## src/rtl/edge_pkg.sv

```systemverilog
// Shared types and defaults for the edge_generator pulse-to-waveform block.
package edge_pkg;

  typedef enum logic [1:0] {
    IDLE = 2'd0,
    HIGH = 2'd1,
    LOW  = 2'd2
  } edge_gen_state_t;

  localparam int unsigned DEF_HIGH_CYCLES = 4;
  localparam int unsigned DEF_LOW_CYCLES  = 2;
  localparam int unsigned DEF_QCNT_W      = 3;

  // Phase counter must hold max(HIGH,LOW)-1; never narrower than one bit.
  function automatic int unsigned cnt_width(input int unsigned h, input int unsigned l);
    int unsigned m;
    m = (h > l) ? h : l;
    return (m > 1) ? $clog2(m) : 1;
  endfunction

endpackage

```

## src/rtl/edge_generator.sv

```systemverilog
// Converts single-cycle triggers into high/low waveforms with a minimum low gap.
// Define EDGE_GEN_QUEUE_EN to queue triggers arriving mid-waveform instead of dropping them.
module edge_generator
  import edge_pkg::*;
#(
  parameter int unsigned HIGH_CYCLES = DEF_HIGH_CYCLES,
  parameter int unsigned LOW_CYCLES  = DEF_LOW_CYCLES,
  parameter int unsigned QCNT_W      = DEF_QCNT_W
) (
  input  logic              clk,
  input  logic              rst,
  input  logic              trig_in,
  output logic              level_out,
  output logic              busy,
  output logic              drop,
  output logic [QCNT_W-1:0] pend_cnt
);

  localparam int unsigned      CNT_W    = cnt_width(HIGH_CYCLES, LOW_CYCLES);
  localparam logic [CNT_W-1:0] HIGH_RLD = CNT_W'(HIGH_CYCLES - 1);
  localparam logic [CNT_W-1:0] LOW_RLD  = CNT_W'(LOW_CYCLES - 1);

  edge_gen_state_t  state_q, state_d;
  logic [CNT_W-1:0] cnt_q, cnt_d;
  logic             level_q;
  logic             drop_q, drop_d;
  logic             busy_w;
  logic             last_low;
  logic             start;

  assign busy_w   = (state_q != IDLE);
  assign last_low = (state_q == LOW) && (cnt_q == '0);

  always_ff @(posedge clk or negedge rst) begin
    if (!rst) begin
      state_q <= IDLE;
      cnt_q   <= '0;
      level_q <= 1'b0;
      drop_q  <= 1'b0;
    end else begin
      state_q <= state_d;
      cnt_q   <= cnt_d;
      level_q <= (state_d == HIGH);
      drop_q  <= drop_d;
    end
  end

  always_comb begin
    state_d = state_q;
    cnt_d   = cnt_q;
    case (state_q)
      IDLE: begin
        if (trig_in) begin
          state_d = HIGH;
          cnt_d   = HIGH_RLD;
        end
      end
      HIGH: begin
        if (cnt_q == '0) begin
          state_d = LOW;
          cnt_d   = LOW_RLD;
        end else begin
          cnt_d = cnt_q - CNT_W'(1);
        end
      end
      LOW: begin
        if (cnt_q != '0) begin
          cnt_d = cnt_q - CNT_W'(1);
        end else if (start) begin
          state_d = HIGH;
          cnt_d   = HIGH_RLD;
        end else begin
          state_d = IDLE;
        end
      end
      default: begin
        state_d = IDLE;
        cnt_d   = '0;
      end
    endcase
  end

  always_comb begin
    busy      = busy_w;
    level_out = level_q;
    drop      = drop_q;
  end

`ifdef EDGE_GEN_QUEUE_EN
  logic [QCNT_W-1:0] pend_q, pend_d;
  logic              pend_nz, pend_sat, accept, dequeue;

  assign pend_nz  = (pend_q != '0);
  assign pend_sat = &pend_q;

  // A trigger in the final low cycle with an empty queue launches the next
  // waveform directly and never touches the counter.
  always_comb begin
    dequeue = last_low && pend_nz;
    start   = last_low && (pend_nz || trig_in);
    accept  = trig_in && busy_w && !pend_sat && !(last_low && !pend_nz);
    drop_d  = trig_in && busy_w && pend_sat;
    pend_d  = pend_q;
    if (accept && !dequeue)      pend_d = pend_q + QCNT_W'(1);
    else if (!accept && dequeue) pend_d = pend_q - QCNT_W'(1);
  end

  always_ff @(posedge clk or negedge rst) begin
    if (!rst) pend_q <= '0;
    else      pend_q <= pend_d;
  end

  assign pend_cnt = pend_q;
`else
  assign start    = 1'b0;
  assign drop_d   = trig_in && busy_w;
  assign pend_cnt = '0;
`endif

endmodule

```

## config.mk

```make
export PLATFORM = sky130hd
export DESIGN_NAME = edge_generator
export DESIGN_NICKNAME = d
export VERILOG_FILES = /design/src/rtl/edge_pkg.sv /design/src/rtl/edge_generator.sv
export SDC_FILE = /design/constraint.sdc
export NUM_CORES = 1
export LEC_CHECK = 0
export BUFFER_PORTS_ARGS = -buffer_cell sky130_fd_sc_hd__buf_2
export CORE_AREA = 2 2 39 41
export CTS_CLUSTER_DIAMETER = 40
export DETAILED_ROUTE_END_ITERATION = 12
export DIE_AREA = 0 0 41 43
export GPL_TIMING_DRIVEN = 0
export PLACE_DENSITY = 0.46
export SYNTH_ARGS = -nofsm -noshare
export SYNTH_HDL_FRONTEND = slang
export SYNTH_SLANG_ARGS = --single-unit
```

## constraint.sdc

```tcl
create_clock -name clk -period 1.5 [get_ports clk]
set_input_delay 0.075 -clock clk [delete_from_list [all_inputs] [get_ports clk]]
set_output_delay 0.075 -clock clk [all_outputs]
set_load 0.1 [all_outputs]
```

Word level (Yosys, flattened, before mapping)
Index checks and enable logic that the tools add are counted.
{"block": "word_totals", "register_bits": 6}
{"block": "op_classes", "add_sub_neg": 1, "eq_ne": 5, "n_mux": 8, "reduce_logical": 6}
{"operator": "2-bit two-way mux", "n": 6}
{"operator": "2-bit one-hot mux with 3 select lines", "n": 2}
{"operator": "2-bit by 1-bit == test with 1-bit output (second input constant)", "n": 2}
{"operator": "2-bit zero test", "n": 2}
{"operator": "2-bit nonzero test", "n": 2}
{"operator": "2-bit == test (second input constant)", "n": 1}
{"operator": "2-bit by 1-bit != test with 1-bit output (second input constant)", "n": 1}
{"operator": "2-bit != test (second input constant)", "n": 1}
{"operator": "2-bit AND reduction", "n": 1}
{"operator": "2-bit by 1-bit subtractor with 2-bit output (second input constant)", "n": 1}
{"operator": "1-bit logical AND", "n": 1}

Longest topological paths before layout
{"block": "logic_depth", "depth_word": 4, "ltp_mapped": 5, "mapped_depth_nobuf": 5}

Worst setup path before layout
OpenSTA, ideal clock, no wires.
{"block": "synth_path", "kind": "register to register", "from": "reg cnt_q[0]", "to": "reg cnt_q[0]", "setup_ns": 0.104, "arrival_ns": 1.100, "required_ns": 1.396, "path_slack_ns": 0.296, "path_stages_with_launch": 5, "synth_period_minus_slack_ns": 1.204, "cell_sequence": "dfrtp_1 inv_1 ha_1 xor2_1 a221oi_1"}
{"block": "synth_between", "elab_chain_cells": 3, "word_cells_on_any_way": 8}
{"item": "from (decl)", "line_no": "edge_generator.sv:24", "source": "logic [CNT_W-1:0] cnt_q, cnt_d;"}
{"item": "from (signal assigned)", "line_no": "edge_generator.sv:42", "source": "cnt_q <= cnt_d;"}
{"item": "2-bit by 1-bit subtractor with 2-bit output (tied with other cells)", "line_no": "edge_generator.sv:63, edge_generator.sv:68"}
{"item": "2-bit two-way mux (tied with other cells)", "line_no": "edge_generator.sv:67", "source": "if (cnt_q != '0) begin"}
{"item": "2-bit one-hot mux with 3 select lines / 2-bit AND reduction (equally long branches)"}
Parallel ways exist; a longest one is shown, timed or not. The select of a mux whose other input is x is not followed.
A chain may end at the register's enable or synchronous reset.

Worst setup path after layout
{"block": "layout_path", "from": "reg state_q[1]", "to": "out busy"}
{"block": "layout_between", "elab_chain_cells": 1}
{"item": "from (decl)", "line_no": "edge_generator.sv:23", "source": "edge_gen_state_t state_q, state_d;"}
{"item": "from (signal assigned)", "line_no": "edge_generator.sv:41", "source": "state_q <= state_d;"}
{"item": "2-bit nonzero test", "line_no": "edge_generator.sv:31", "source": "assign busy_w = (state_q != IDLE);"}
{"item": "to (decl)", "line_no": "edge_generator.sv:14", "source": "output logic busy,"}
Every way passes these cells.

==> summary.md <==
| Metric | Value |
|---|---|
| GP Congestion | 0.626 |
| H-tree depth | 1 |
| Async S/R FF share, synth | 100% |
| Nets | 55 |
| TritonCTS clock tree | done |
| Synthesized area | 367 um^2 |
| Die area | 1760 um^2 |
| Routed WL per cell | 9.25 um |
| Fin crit period | 1.35 ns |
| GRT overflow | 0 |
| Crit path launch type | register |
| Final period util | 90.3% |
| Min-delay worst type | in -> reg |
| Status | finished, final reports clean |
| Global-route wire length before repair | 979 um |
| Synth-to-layout area growth | 23.2% |
| Yosys top cell area share | 41.0% |
| Synth warn | 0 |
| Avg Inst Size Synth | 10.2 um^2 |
| Detailed Route WL | 583 um |
| Via count | 255 |
| Register bit count reported by yosys | 6 |
| Clk buf depth | 2 |
| Reg-to-Reg End | cnt_q[0]$_DFFE_PN0P_ |
| Hpwl dp | 457 um |
| Vias per cell | 4.05 |
| Yosys cell types | 21 |
| Critical Path RT | 1.42 ns |
| # diodes | 0 |
| Latest clock arrival within the worst-skew pair | 0.24 ns |
| Vias in the first global route | 237 |
| Most frequent cells after synthesis | dfrtp_1, inv_1, a21oi_1, buf_4, ha_1 |
| R2R Path Start | cnt_q[0]$_DFFE_PN0P_ |
| Max-Cap Viols | 0 |
| Total Routing Usage GR | 9.04% |
| DR pass1 iterations | 3 |
| Largest net degree at the start of global routing | 10 |
| Unrepaired setup endpoints after global routing | false |
| Dominant cells by area after synthesis | dfrtp_1, ha_1, buf_4 |
| Final Setup Violations | 0 |
| Worst Clk Skew | 0.000323 ns |
| Synth Flop Type | dfrtp_1 |
| Initial drt markers | 1 |
| Setup bufs post-CTS | 0 |
| Final Hold Violating Endpoints | 0 |
| Critical Path Sink | busy |
| Core area | 1380 um^2 |
| FP Rows | 14 |
| Fmax | 738 MHz |
| Clock sinks | 6 |
| Worst EP arrival | 1.28 ns |
| Die H | 43 um |
| Initial core utilization | 26.5% |
| Yosys top cell by area | dfrtp_1 |
| Layout cell share with drive strength beyond 1 | 34.0% |
| Critical Path Fanout Max | 9 |
| Seq/Total Area, Yosys | 41.0% |
| Remaining antenna violation count | 0 |
| Synth Instances | 36 |
| Ports | 9 |
| Initial antenna violation count | 0 |
| Post-synth EDFFs | 0 |
| Final TNS setup | 0 ns |
| Input/output buffers | 5 |
| Reg2Reg Setup Slack | 0.17 ns |
| CP Class | reg -> out |
| CTS Buf Count | 3 |
| Worst R2R Path Depth | 4 |
| Clk slew on worst S/H paths | 0.05 ns |
| Die width | 41 um |
| CTS root buf | clkbuf_4 |
| Launch point of the worst path | state_q[1]$_DFF_PN0_ |
| Crit path capture type | output pin |
| Final Slew Violations | 0 |
| Cell with the most instances after synthesis | dfrtp_1 |
| Remaining DRCs | 0 |
==> state kept, by name (all words and copies together), names as in the netlist <==
register,count
cnt_q,2
level_out,1
state_q,2
drop,1
==> metrics by stage <==
stage	std cells	setup slack [ns]	util, %	instance area, um^2	hold slack, ns
5_1_grt	63	0.0743	32.6	452	0.113
2_1_floorplan	38	0.296	-	374	-0.221
6_report	63	0.145	32.6	452	0.102
4_1_cts	63	0.129	32.6	452	0.0900
3_3_place_gp	59	0.194	30.3	419	-0.0908
3_5_place_dp	59	0.174	30.3	419	-0.0895
==> critical path, stage by stage (launching register included) <==
cell and delay [ns]:
dfrtp_1 0.36, buf_6 0.13, or2_4 0.25, buf_2 0.29
==> layer usage <==
metal	routed length, um	track usage [%]	vias up
met5	0	0	-
met4	0	2.00	0
met1	257	10.3	108
li1	-	-	135
met3	80	9.42	0
met2	244	11.6	12
==> worst min-delay path by stage <==
stage,start,end,slack [ns],cells past startpoint
floorplan,rst,cnt_q[0]$_DFFE_PN0P_,-0.22,0
global placement,rst,drop$_DFF_PN0_,-0.09,1
detailed placement,rst,drop$_DFF_PN0_,-0.09,1
CTS,trig_in,drop$_DFF_PN0_,0.09,2
global route,trig_in,drop$_DFF_PN0_,0.11,2
finish,trig_in,drop$_DFF_PN0_,0.10,2
==> layout make-up <==
type,count,area (um^2)
fillers,155,932
plain buffers,5,45.0
repair buffers,6,35.0
well taps,16,20.0
inverters,4,15.0
multi-input cells,23,164
flip-flops and latches,6,150
clock buffers,3,22.5
==> timing repair <==
action | CTS | global route
resized for setup | 0 | 0
hold endpoints to repair | 6 | 0
hold buffers | 1 | 0
==> cell families after synthesis <==
group | count (synthesis) | share of synthesized area, %
simple gates | 8 | 12.6
buf+inv | 9 | 16.4
compound gates | 8 | 16.4
other cells | 1 | 1.02
flops | 6 | 41.0
fa+ha+maj | 3 | 10.2
xor+xnor | 1 | 2.39
==> layout by cell type (no fill, tap or decap), types with 2 or more instances in the layout <==
master    count
clkbuf_4      3
inv_1         4
buf_2         5
a21oi_1       3
ha_1          3
conb_1        3
buf_4         3
dfrtp_1       6
buf_6         2
Power is not shown: default switching activity piles up to over one toggle a cycle in this logic, so the estimate is an artifact.
